[src/rtl/multicycle_ctrl_if.sv]
// multicycle_ctrl_if: instruction/data memory handshakes.
// master = controller side, slave = memory side.
interface multicycle_ctrl_if;
  logic       imem_req;
  logic       imem_ack;
  logic [8:0] instr;
  logic       dmem_req;
  logic       dmem_we;
  logic       dmem_ack;

  modport master (
    output imem_req,
    output dmem_req,
    output dmem_we,
    input  imem_ack,
    input  instr,
    input  dmem_ack
  );

  modport slave (
    input  imem_req,
    input  dmem_req,
    input  dmem_we,
    output imem_ack,
    output instr,
    output dmem_ack
  );
endinterface

[src/rtl/multicycle_ctrl.sv]
// multicycle_ctrl: fetch/decode/exec/mem/wb sequencer for 9-bit instrs.
// Optional ack timeout: define MULTICYCLE_CTRL_TIMEOUT_EN.
module multicycle_ctrl #(
  parameter int RETIRE_W       = 16,
  parameter int TIMEOUT_CYCLES = 16
) (
  input  logic                clk,
  input  logic                rst_n,
  input  logic                start,
  multicycle_ctrl_if.master   mem,
  input  logic                zero,
  output logic [1:0]          ALUOp,
  output logic [3:0]          FunctBit,
  output logic                ir_load,
  output logic                reg_we,
  output logic                pc_inc,
  output logic                pc_load,
  output logic                done,
  output logic                err,
  output logic [RETIRE_W-1:0] retire_cnt
);

  typedef enum logic [2:0] {
    IDLE, FETCH, DECODE, EXEC, MEM, WB, HALT
  } st_t;

  st_t        st;
  st_t        nxt;
  logic [2:0] opnd;
  logic       tmo;
  logic       is_halt;

  assign is_halt = {ALUOp, FunctBit, opnd} == 9'h1FF;

  always_ff @(posedge clk or negedge rst_n) begin
    if (!rst_n) begin
      st         <= IDLE;
      ALUOp      <= '0;
      FunctBit   <= '0;
      opnd       <= '0;
      retire_cnt <= '0;
    end else begin
      st <= nxt;
      if (ir_load)
        {ALUOp, FunctBit, opnd} <= mem.instr;
      if (pc_inc | pc_load)
        retire_cnt <= retire_cnt + RETIRE_W'(1);
    end
  end

  always_comb begin
    nxt          = st;
    mem.imem_req = 1'b0;
    mem.dmem_req = 1'b0;
    mem.dmem_we  = 1'b0;
    ir_load      = 1'b0;
    reg_we       = 1'b0;
    pc_inc       = 1'b0;
    pc_load      = 1'b0;
    done         = 1'b0;
    unique case (st)
      IDLE: if (start) nxt = FETCH;
      FETCH: begin
        mem.imem_req = 1'b1;
        if (mem.imem_ack) begin
          ir_load = 1'b1;
          nxt     = DECODE;
        end else if (tmo) begin
          nxt = HALT;
        end
      end
      DECODE: nxt = is_halt ? HALT : EXEC;
      EXEC: begin
        unique case (1'b1)
          !ALUOp[1]: nxt = WB;
          ALUOp == 2'b10 && !FunctBit[3]: begin
            pc_load = zero;
            pc_inc  = !zero;
            nxt     = FETCH;
          end
          ALUOp == 2'b10 && FunctBit[3]: begin
            pc_load = 1'b1;
            nxt     = FETCH;
          end
          ALUOp == 2'b11 && FunctBit[3:1] == 3'b000: nxt = MEM;
          default: begin
            pc_inc = 1'b1;
            nxt    = FETCH;
          end
        endcase
      end
      MEM: begin
        mem.dmem_req = 1'b1;
        mem.dmem_we  = FunctBit[0];
        if (mem.dmem_ack) begin
          if (FunctBit[0]) begin
            pc_inc = 1'b1;
            nxt    = FETCH;
          end else begin
            nxt = WB;
          end
        end else if (tmo) begin
          nxt = HALT;
        end
      end
      WB: begin
        reg_we = 1'b1;
        pc_inc = 1'b1;
        nxt    = FETCH;
      end
      HALT: begin
        done = 1'b1;
        if (start) nxt = FETCH;
      end
      default: nxt = IDLE;
    endcase
  end

`ifdef MULTICYCLE_CTRL_TIMEOUT_EN
  localparam int TW = $clog2(TIMEOUT_CYCLES) + 1;

  logic [TW-1:0] tcnt;
  logic          miss;
  logic          err_q;

  assign miss = (st == FETCH && !mem.imem_ack) ||
                (st == MEM && !mem.dmem_ack);
  assign tmo  = tcnt == TW'(TIMEOUT_CYCLES - 1);
  assign err  = err_q;

  // tcnt counts unanswered request cycles of the current wait
  always_ff @(posedge clk or negedge rst_n) begin
    if (!rst_n) begin
      tcnt  <= '0;
      err_q <= 1'b0;
    end else begin
      if (nxt != st)
        tcnt <= '0;
      else if (miss)
        tcnt <= tcnt + TW'(1);
      if (miss && tmo)
        err_q <= 1'b1;
    end
  end
`else
  assign tmo = 1'b0;
  assign err = 1'b0;
`endif

endmodule

[src/flat_wrapper.sv]
// flat-port wrapper written by rule: the top's interface ports become plain ports
module multicycle_ctrl_flat 
#(
  parameter int RETIRE_W       = 16,
  parameter int TIMEOUT_CYCLES = 16
)
  (clk, rst_n, start, zero, ALUOp, FunctBit, ir_load, reg_we, pc_inc, pc_load, done, err, retire_cnt, mem_imem_req, mem_dmem_req, mem_dmem_we, mem_imem_ack, mem_instr, mem_dmem_ack);
  multicycle_ctrl_if mem_i ();
  input  logic clk;
  input  logic rst_n;
  input  logic start;
  input  logic zero;
  output logic [1:0] ALUOp;
  output logic [3:0] FunctBit;
  output logic ir_load;
  output logic reg_we;
  output logic pc_inc;
  output logic pc_load;
  output logic done;
  output logic err;
  output logic [RETIRE_W-1:0] retire_cnt;
  output wire logic [$bits(mem_i.imem_req)-1:0] mem_imem_req;
  output wire logic [$bits(mem_i.dmem_req)-1:0] mem_dmem_req;
  output wire logic [$bits(mem_i.dmem_we)-1:0] mem_dmem_we;
  input wire logic [$bits(mem_i.imem_ack)-1:0] mem_imem_ack;
  input wire logic [$bits(mem_i.instr)-1:0] mem_instr;
  input wire logic [$bits(mem_i.dmem_ack)-1:0] mem_dmem_ack;
  assign mem_imem_req = mem_i.imem_req;
  assign mem_dmem_req = mem_i.dmem_req;
  assign mem_dmem_we = mem_i.dmem_we;
  assign mem_i.imem_ack = mem_imem_ack;
  assign mem_i.instr = mem_instr;
  assign mem_i.dmem_ack = mem_dmem_ack;
  multicycle_ctrl #(.RETIRE_W(RETIRE_W), .TIMEOUT_CYCLES(TIMEOUT_CYCLES)) u_core (.clk(clk), .rst_n(rst_n), .start(start), .mem(mem_i), .zero(zero), .ALUOp(ALUOp), .FunctBit(FunctBit), .ir_load(ir_load), .reg_we(reg_we), .pc_inc(pc_inc), .pc_load(pc_load), .done(done), .err(err), .retire_cnt(retire_cnt));
endmodule
[config.mk]
export PLATFORM = sky130hd
export DESIGN_NAME = multicycle_ctrl_flat
export DESIGN_NICKNAME = d
export VERILOG_FILES = /design/src/rtl/multicycle_ctrl_if.sv /design/src/rtl/multicycle_ctrl.sv /design/src/flat_wrapper.sv
export SDC_FILE = /design/constraint.sdc
export NUM_CORES = 1
export LEC_CHECK = 0
export CAP_MARGIN = 20
export CORE_MARGIN = 4
export CORE_UTILIZATION = 50
export CTS_CLUSTER_SIZE = 24
export DETAILED_ROUTE_END_ITERATION = 7
export MAX_ROUTING_LAYER = met4
export PLACE_DENSITY = 0.95
export RECOVER_POWER = 50
export SLEW_MARGIN = 10
export SYNTH_ARGS = -nofsm -noshare
export SYNTH_HDL_FRONTEND = slang
export SYNTH_SLANG_ARGS = --single-unit
[constraint.sdc]
create_clock -name clk -period 3.3 [get_ports clk]
set_clock_uncertainty 0.05 [all_clocks]
set_input_delay 0.66 -clock clk [delete_from_list [all_inputs] [get_ports clk]]
set_output_delay 0.66 -clock clk [all_outputs]
set_load 0.1 [all_outputs]
==> impl_results.md <==
* Ys Warns at 0
* Post-synth design cell area at 0.00153 mm^2
* Crit path DAT at 2690 ps
* Die span in y at 63.3 um
* Main synth FF type: dfrtp_1
* Worst Tran Pin Value at 1500 ps
* TritonCTS clock tree: done
* Via count at 1,134
* Total global-route track usage at 17.6%
* DIE WIDTH at 63.3 um
* Setup slack after layout at 772 ps
* Die ar. at 0.00400 mm^2
* Wirelength, routed at 3.23 mm
* Net Count, Synth at 143
* Final core utilization at 67.4%
* Crit-path slowest cell: o22ai_1
* Share of async-settable or async-resettable flops after synthesis at 100%
* Clock root cell: clkbuf_4
* Clock Latency Late Sink at 320 ps
* Syn-to-layout area delta at 25.0%
* Starting Density at 54.0%
* Number of global-route vias before repair at 1,186
* DR iter-0 viols at 48
* Clock period minus final worst setup slack at 2530 ps
* Fillcell total at 236
* Largest family of logic cells by synthesized area: simple AND/OR/NAND/NOR gates
* Drt first pass iters at 6
* DRC at 0
* CTS Sinks at 28
* DP Worst Slack at 845 ps
* Final setup fails at 0
* Post-CTS Repair Setup Buffers at 0
* Synth Area in Compound Gates at 6.80%
* Number of synthesized register bits at 28
* Synth Area per Inst at 12.0 um^2
* H-tree depth at 1
* Synth cell types at 45
* Crit end category: flop
* Core footprint at 0.00283 mm^2
* Largest net degree at the start of global routing at 29
* Max-slew headroom at -0.170%
* GP Congestion at 0.911
* Total CTS buffers at 3
* Max-cap violation count at 1
* Status: complete, but fails checks
* Critical path required time at 3460 ps
* Standard-cell rows at 19
* Max Freq at 396 MHz
* Post-synth EDFFs at 0
* Commonest non-fill, non-tap cell in the layout: dfrtp_1
* Grt total ovfl at 0
* Num ports at 46
* RSZ-0062 raised after global routing: false
* Share of layout cells above drive strength 1 at 24.7%
* Mapped Cells at 127
* Max FO, Critical Path at 16
* Clock Tree Buf Depth at 2
* CTS resizes at 0
* Most frequent cells in the layout: dfrtp_1, buf_4, xnor2_1
* Post-Synth Adder-Cell Area at 1.48%
* CP startpoint kind: input port
* Simple-gate share of the synthesized area at 22.3%
* Failing checks: max-capacitance violations, max-slew violations
* CP peak stage delay at 940 ps
* I/O Buffers at 44
* Final TNS setup at 0 ps
* Hold buffer count at CTS at 0
* DRT antenna net count at 0
* Fraction of synthesized cell area in xor and xnor cells at 8.61%
* Top delay family on crit path: compound AO/OA/AOI/OAI gates
* Fin. Hold Viols at 0
* WP buf/inv at 1
* CTS clock-pin slew for the worst setup and hold paths at 140 ps
* Mux share of post-synthesis cell area at 10.2%
* Reg2reg setup slack at 870 ps
* N_diodes at 0
* Post-synthesis sequential area ratio at 45.9%
* Post-layout net count at 187
* Fin crit share at 76.6%
* Slew Limit Fails at 28
* Hold Crit Class: reg -> reg
* Crit-path cells: clkdlybuf4s50_1 > a21oi_1 > o22ai_1 > nand4_1 > xnor2_1
* Hpwl dp at 2.46 mm
* Critical path type: in -> reg
* First-pass GRT wire length at 5.55 mm
* Wire per inst at 16.1 um
* Via density at 5.64
* Initial antenna violation count at 0
-- path summary, 6_finish.rpt --
| path | start | end | cells after the start |
|---|---|---|---|
| setup / recovery | mem_dmem_ack | u_core.retire_cnt[9] | 5 |
| hold reg to reg | u_core.retire_cnt[15] | u_core.retire_cnt[15] | 1 |
| setup reg to reg | u_core.st[1] | u_core.retire_cnt[9] | 4 |
| hold / removal | u_core.retire_cnt[15] | u_core.retire_cnt[15] | 1 |
| max in group asynchronous | rst_n | u_core.retire_cnt[8] | 2 |
| min in group asynchronous | rst_n | u_core.retire_cnt[5] | 2 |
-- Yosys cell counts, types with 2 or more instances --
| cell | n | share of area [%] |
|---|---|---|
| and2_1 | 4 | 1.6 |
| and3_1 | 6 | 2.5 |
| and4_1 | 3 | 1.7 |
| nand3_1 | 3 | 0.98 |
| buf_4 | 3 | 1.5 |
| nand2b_1 | 2 | 0.82 |
| nor2_1 | 3 | 0.74 |
| nand4_1 | 11 | 4.5 |
| buf_6 | 3 | 2.2 |
| nand2_1 | 5 | 1.2 |
| dfrtp_1 | 28 | 46 |
| xnor2_1 | 14 | 8.0 |
| mux2_4 | 9 | 8.9 |
| nor3_1 | 2 | 0.66 |
-- state kept, by name, indices dropped and copies added (netlist names) --
| signal | flops |
|---|---|
| u_core.retire_cnt | 16 |
| u_core.FunctBit | 4 |
| u_core.st | 3 |
| u_core.opnd | 3 |
| u_core.ALUOp | 2 |
-- layer usage --
layer	track usage, %	vias up	routed length, um
li1	-	544	-
met1	20.7	537	1410
met2	31.0	47	1590
met3	3.55	6	189
met4	4.58	0	44
met5	-	-	0
-- through the flow --
step | cells | cell area (um^2) | hold slack (ps)
CTS | 201 | 1970 | 446
global placement | 197 | 1910 | 412
floorplan | 127 | 1530 | 314
detailed placement | 197 | 1910 | 424
finish | 201 | 1910 | 431
global route | 201 | 1910 | 464
-- cells by family (layout without fill, tap and decap cells) --
family	after synthesis	in the layout
compound gates	12	12
flops	28	28
other cells	1	1
xor+xnor	15	15
mux	11	11
simple gates	49	49
buf+inv	9	52
fa+ha+maj	2	2
-- worst register-to-register path, delay by kind of cell, from the launching register on --
kind                      cells  cell delay (ps)
and+or+nand+nor               2              560
AOI/OAI and AO/OA             1              960
xor gates and xnor gates      1              210
DFF                           1              550
-- layout make-up --
type / instances / area [um^2] / share of cell area (%)
Sequential cell: 28 / 701 / 36.7
Tap cell: 31 / 38.8 / 2.03
Multi-Input combinational cell: 90 / 714 / 37.4
Clock buffer: 3 / 22.5 / 1.18
Inverter: 2 / 7.51 / 0.393
Timing Repair Buffer: 46 / 394 / 20.7
Clock inverter: 1 / 30.0 / 1.57
Power is left out: the tool's default activity adds up to more than one toggle a clock period on the data nets, which glitch-free logic cannot reach.
